[src/rtl/pipe_ex_drain_if.sv]
// Handshake bundle between the pipe_ex issue source, the result consumer and pipe_ex_drain.
// The drain_cnt signal exists only when PIPE_DRAIN_CNT_EN is defined.
interface pipe_ex_drain_if #(
   parameter int unsigned N     = 10,
   parameter int unsigned DEPTH = 4
);
   localparam int unsigned CW = $clog2(DEPTH + 1);

   logic          iss_valid;
   logic          iss_ready;
   logic [N-1:0]  pipe_f;
   logic          out_valid;
   logic          out_ready;
   logic [N-1:0]  out_data;
   logic [CW-1:0] inflight;
   logic [CW-1:0] count;
`ifdef PIPE_DRAIN_CNT_EN
   logic [15:0]   drain_cnt;
`endif

`ifdef PIPE_DRAIN_CNT_EN
   modport master (
      output iss_valid, pipe_f, out_ready,
      input  iss_ready, out_valid, out_data, inflight, count, drain_cnt
   );
   modport slave (
      input  iss_valid, pipe_f, out_ready,
      output iss_ready, out_valid, out_data, inflight, count, drain_cnt
   );
`else
   modport master (
      output iss_valid, pipe_f, out_ready,
      input  iss_ready, out_valid, out_data, inflight, count
   );
   modport slave (
      input  iss_valid, pipe_f, out_ready,
      output iss_ready, out_valid, out_data, inflight, count
   );
`endif
endinterface

[src/rtl/pipe_ex_drain.sv]
// Credit-gated issue and in-order result capture for the fixed-latency pipe_ex datapath.
// Optional PIPE_DRAIN_CNT_EN adds a 16-bit wrapping pop counter (drain_cnt).
module pipe_ex_drain #(
   parameter int unsigned N     = 10,
   parameter int unsigned LAT   = 3,
   parameter int unsigned DEPTH = 4
) (
   input logic          clk,
   input logic          rst,
   pipe_ex_drain_if.slave bus
);
   localparam int unsigned CW = $clog2(DEPTH + 1);
   localparam int unsigned PW = $clog2(DEPTH);
   localparam logic [CW-1:0] DepthC = CW'(DEPTH);

   logic [LAT-1:0] vld_sr_q, vld_sr_d;
   logic [CW-1:0]  inflight_q, inflight_d;
   logic [CW-1:0]  count_q, count_d;
   logic [PW-1:0]  wr_ptr_q, rd_ptr_q;
   logic [N-1:0]   mem_q [DEPTH];
   logic [CW:0]    occ;
   logic           fire, cap, wr, pop;

   // Credits cover both queued and in-flight results, so every issue has a slot waiting.
   assign occ           = {1'b0, count_q} + {1'b0, inflight_q};
   assign bus.iss_ready = occ < {1'b0, DepthC};
   assign fire          = bus.iss_valid & bus.iss_ready;
   assign cap           = vld_sr_q[LAT-1];
   assign wr            = cap & (count_q != DepthC);
   assign bus.out_valid = count_q != '0;
   assign pop           = bus.out_valid & bus.out_ready;
   assign bus.out_data  = mem_q[rd_ptr_q];
   assign bus.inflight  = inflight_q;
   assign bus.count     = count_q;

   if (LAT == 1) begin : g_sr1
      assign vld_sr_d = fire;
   end else begin : g_srn
      assign vld_sr_d = {vld_sr_q[LAT-2:0], fire};
   end

   always_comb begin
      inflight_d = inflight_q;
      unique case ({fire, cap})
         2'b10:   inflight_d = inflight_q + 1'b1;
         2'b01:   inflight_d = inflight_q - 1'b1;
         default: inflight_d = inflight_q;
      endcase
      count_d = count_q;
      unique case ({wr, pop})
         2'b10:   count_d = count_q + 1'b1;
         2'b01:   count_d = count_q - 1'b1;
         default: count_d = count_q;
      endcase
   end

   always_ff @(posedge clk or posedge rst) begin
      if (rst) begin
         vld_sr_q   <= '0;
         inflight_q <= '0;
         count_q    <= '0;
         wr_ptr_q   <= '0;
         rd_ptr_q   <= '0;
      end else begin
         vld_sr_q   <= vld_sr_d;
         inflight_q <= inflight_d;
         count_q    <= count_d;
         if (wr) wr_ptr_q <= wr_ptr_q + 1'b1;
         if (pop) rd_ptr_q <= rd_ptr_q + 1'b1;
      end
   end

   // Storage is reset too so out_data reads zero straight out of reset.
   always_ff @(posedge clk or posedge rst) begin
      if (rst) begin
         for (int i = 0; i < DEPTH; i++) mem_q[i] <= '0;
      end else if (wr) begin
         mem_q[wr_ptr_q] <= bus.pipe_f;
      end
   end

`ifdef PIPE_DRAIN_CNT_EN
   logic [15:0] drain_cnt_q;
   assign bus.drain_cnt = drain_cnt_q;

   always_ff @(posedge clk or posedge rst) begin
      if (rst) begin
         drain_cnt_q <= '0;
      end else if (pop) begin
         drain_cnt_q <= drain_cnt_q + 16'd1;
      end
   end
`endif
endmodule
[src/flat_wrapper.sv]
// flat-port wrapper written by rule: the top's interface ports become plain ports
module pipe_ex_drain_flat 
#(
   parameter int unsigned N     = 10,
   parameter int unsigned LAT   = 3,
   parameter int unsigned DEPTH = 4
)
  (clk, rst, bus_iss_valid, bus_pipe_f, bus_out_ready, bus_iss_ready, bus_out_valid, bus_out_data, bus_inflight, bus_count);
  pipe_ex_drain_if #(.N(N), .DEPTH(DEPTH)) bus_i ();
  input logic clk;
  input logic rst;
  input wire logic [$bits(bus_i.iss_valid)-1:0] bus_iss_valid;
  input wire logic [$bits(bus_i.pipe_f)-1:0] bus_pipe_f;
  input wire logic [$bits(bus_i.out_ready)-1:0] bus_out_ready;
  output wire logic [$bits(bus_i.iss_ready)-1:0] bus_iss_ready;
  output wire logic [$bits(bus_i.out_valid)-1:0] bus_out_valid;
  output wire logic [$bits(bus_i.out_data)-1:0] bus_out_data;
  output wire logic [$bits(bus_i.inflight)-1:0] bus_inflight;
  output wire logic [$bits(bus_i.count)-1:0] bus_count;
  assign bus_i.iss_valid = bus_iss_valid;
  assign bus_i.pipe_f = bus_pipe_f;
  assign bus_i.out_ready = bus_out_ready;
  assign bus_iss_ready = bus_i.iss_ready;
  assign bus_out_valid = bus_i.out_valid;
  assign bus_out_data = bus_i.out_data;
  assign bus_inflight = bus_i.inflight;
  assign bus_count = bus_i.count;
  pipe_ex_drain #(.N(N), .LAT(LAT), .DEPTH(DEPTH)) u_core (.clk(clk), .rst(rst), .bus(bus_i));
endmodule
[config.mk]
export PLATFORM = sky130hd
export DESIGN_NAME = pipe_ex_drain_flat
export DESIGN_NICKNAME = d
export VERILOG_FILES = /design/src/rtl/pipe_ex_drain_if.sv /design/src/rtl/pipe_ex_drain.sv /design/src/flat_wrapper.sv
export SDC_FILE = /design/constraint.sdc
export NUM_CORES = 1
export LEC_CHECK = 0
export CORE_AREA = 3 3 104 56
export CTS_CLUSTER_DIAMETER = 80
export CTS_CLUSTER_SIZE = 40
export DETAILED_ROUTE_END_ITERATION = 10
export DIE_AREA = 0 0 107 59
export PLACE_DENSITY = 0.7
export SETUP_SLACK_MARGIN = 0.5
export SLEW_MARGIN = 10
export SYNTH_ARGS = -nofsm -noshare
export SYNTH_HDL_FRONTEND = slang
export SYNTH_SLANG_ARGS = --single-unit
[constraint.sdc]
create_clock -name clk -period 1.9 [get_ports clk]
set_clock_uncertainty 0.05 [all_clocks]
set_input_delay 0.38 -clock clk [delete_from_list [all_inputs] [get_ports clk]]
set_output_delay 0.38 -clock clk [all_outputs]
set_load 0.01 [all_outputs]
==> metrics.csv <==
stage,metric,value,unit
worst_setup_path,end_kind,flop,
cts,cts_root_buf,clkbuf_8,
grt,grt.overflow.total,0,
worst_setup_path,required,2.09,ns
sta,timing.fmax,482.4,MHz
grt,grt_pass1_wl,8052,µm
cts,clockBufferDepth,2,
grt,busiest_layer,met2,
grt,grt_pass1_vias,1640,
sta,hold_viol,0,
yosys,synth_enable_flop_cells,0,
floorplan,dieArea,0.006313,mm²
cts,path_clk_slew,0.10,ns
worst_setup_path,cp-start-kind,flop,
grt,antenna_found_initial,0,
cells_and_area,fillers,316,
route,ant_nets,0,
yosys,yosysMostFrequentCell,dfrtp_1,
cells_and_area,fin_nets,255,
floorplan,coreArea,0.004932,mm²
worst_setup_path,arrival,2.26,ns
sta,fin_hold_ws,0.3194,ns
yosys,synth_cell_type_count,22,
route,viasPerCell,4.884,
cts,cts.sinks,53,
grt,track_usage,0.1694,
cts,htree_levels,2,
yosys,syn_inst,156,
grt,met3_usage,0.03700,
worst_setup_path,worst-path-max-fanout,3,
route,routed_wirelength,4780,µm
status,status,"complete, but fails checks",
cts,cts_buffers,5,
yosys,avgSynthCellArea,15.43,µm²
route,drcViolationCount,0,
sta,fin_crit_sh,1.091,
yosys,netlist_top_cells_area,"dfrtp_1, mux2_2, mux4_2",
place,dp_hpwl,2959,µm
grt,grt_max_degree,54,
cts,cts_tree,built,
cts,ctsHoldBuffers,0,
run,maxCapViolations,0,
grt,grt.met2_usage,0.2800,
floorplan,io_pins,32,
cells_and_area,drive_gt1_frac,0.6078,
worst_setup_path,criticalPathCategory,reg -> reg,
yosys,ys_top_cells_by_count,"dfrtp_1, mux2_2, mux4_2",
cts,clock_latency,0.31,ns
pwr,p_leak,1.541,nW
yosys,yosys_most_used_dff,dfrtp_1,
route,routedWlPerCell,15.83,µm
cells_and_area,ff_latch_area,0.001331,mm²
floorplan,die_w,107,µm
yosys,ys_seq_area_frac,0.5509,
pwr,vdd_drop_max,1141,µV
cells_and_area,fin_cells,302,
yosys,synth_nets,180,
yosys,synthesis.area,0.002407,mm²
sta,setup_viol,12,
yosys,synth_top_cell_by_area,dfrtp_1,
status,violations,setup timing,
place,place.gp.congestion,0.7228,
route,drt_pass1_iterations,4,
sta,rsz0062_at_grt,true,
floorplan,start_util,0.4881,
grt,gr-usage-met1,0.2260,
place,port_buffers,31,
sta,final.setup.worst_slack,-0.1731,ns
floorplan,die_h,59,µm
sta,final_max_slew_viol_count,0,
floorplan,placementRows,18,
yosys,synthArstFlopShare,1.000,
sta,worst_pin_slew,0.3113,ns
route,drtIter0Drc,27,
sta,min_period,2.073,ns
worst_hold_path,min_path_type,reg -> reg,
pwr,powerDensity,1741,mW/mm²
place,dpl.cell_count,269,
yosys,ys_ff_latch,53,
cells_and_area,post-route-util,0.7009,
cells_and_area,antenna_cells,0,
route,vias,1475,
sta,tns,-1.231,ns
cells_and_area,multiInputGateArea,0.001157,mm²
cells_and_area,area_growth_syn_to_layout,43.61,%
sta,slew_headroom,0.7925,
yosys,yosys_warnings,0,
yosys,synth_top_area_frac,0.5509,
## flip-flops by register name, indices dropped and copies added, names as in the netlist
signal,count
u_core.mem_q,40
u_core.wr_ptr_q,2
u_core.bus.count,3
u_core.vld_sr_q,3
u_core.rd_ptr_q,2
u_core.bus.inflight,3
## cells in the final DEF, fill, tap and decap left out, types with 2 or more instances in the layout
master | netlist | layout
ha_1 | 8 | 4
ha_4 | 0 | 3
clkdlybuf4s50_1 | 0 | 13
buf_12 | 0 | 6
fa_2 | 0 | 2
mux4_2 | 10 | 10
nor2_1 | 2 | 2
clkbuf_8 | 0 | 6
inv_2 | 0 | 2
xnor2_1 | 4 | 3
inv_1 | 9 | 6
dfrtp_1 | 53 | 49
nand2_1 | 7 | 6
buf_6 | 0 | 31
nor2_4 | 0 | 4
buf_2 | 1 | 4
buf_4 | 0 | 15
dfrtp_2 | 0 | 4
xor2_1 | 5 | 5
mux2_2 | 41 | 41
## path summary, 6_finish.rpt
path,slack (ns),start,endpoint,cells past startpoint
setup / recovery,-0.17,u_core.bus.inflight[1],u_core.bus.inflight[2],10
hold / removal,0.32,u_core.vld_sr_q[0],u_core.vld_sr_q[1],0
setup reg to reg,-0.17,u_core.bus.inflight[1],u_core.bus.inflight[2],10
hold reg to reg,0.32,u_core.vld_sr_q[0],u_core.vld_sr_q[1],0
max in group asynchronous,1.13,rst,u_core.bus.count[1],3
min in group asynchronous,0.42,rst,u_core.mem_q[26],3
## stage by stage
stage | cell area (µm²) | power [mW] | setup WS (ns)
2_1_floorplan | 2446 | 3.579 | -0.2807
3_3_place_gp | 2945 | 4.578 | -0.2252
3_5_place_dp | 2945 | 4.662 | -0.2429
4_1_cts | 3279 | 5.612 | -0.1808
5_1_grt | 3457 | 6.467 | -0.3227
6_report | 3457 | 6.019 | -0.1731
## cell families (layout without fill, tap and decap cells)
family / count (synthesis) / count (layout) / synth area share
AND/OR/NAND/NOR: 19 / 19 / 0.04471
multiplexers: 52 / 52 / 0.2895
flip-flops: 53 / 53 / 0.5509
XOR/XNOR: 9 / 9 / 0.03274
adder cells (fa/ha/maj): 10 / 10 / 0.05821
AO/OA/AOI/OAI: 2 / 2 / 0.006235
buffers and inverters: 11 / 87 / 0.01767
## final cells by class
cell class | count | share of cell area
Sequential cell | 53 | 0.3851
Inverter | 9 | 0.01086
Clock inverter | 2 | 0.003981
Multi-Input combinational cell | 92 | 0.3348
Clock buffer | 6 | 0.02389
Tap cell | 70 | 0.02533
Timing Repair Buffer | 70 | 0.2161
## where the power goes
group / leakage [nW] / internal (mW) / switching (mW) / total (mW)
logic: 0.842 / 2.12 / 1.18 / 3.30
clock network: 0.0512 / 0.297 / 0.382 / 0.679
registers: 0.649 / 1.67 / 0.370 / 2.04
total: 1.54 / 4.09 / 1.93 / 6.02
## routing by layer
| layer | wire length, µm | part of all wire |
|---|---|---|
| met5 | 0 | 0 |
| met4 | 56 | 0.012 |
| met3 | 155 | 0.032 |
| met2 | 2304 | 0.48 |
| met1 | 2264 | 0.47 |
## worst max-delay path, cell delays in order, from the launching register on
cell,delay [ns]
dfrtp_1,0.42
ha_4,0.27
and3_4,0.19
nor4_4,0.04
nand2_1,0.07
ha_2,0.18
inv_2,0.04
fa_2,0.33
xor2_1,0.15
nor2_1,0.12
xor2_1,0.15
## repair_timing
| item | 4_1_cts | 5_1_grt |
|---|---|---|
| setup endpoints to repair | 66 | 68 |
| endpoints found under the hold margin | 0 | 0 |
| pin swaps | 15 | 5 |
| cloned | 0 | 0 |
| resized for setup | 97 | 26 |
| setup buffers | 19 | 6 |
(Power assumes the default switching activity.)
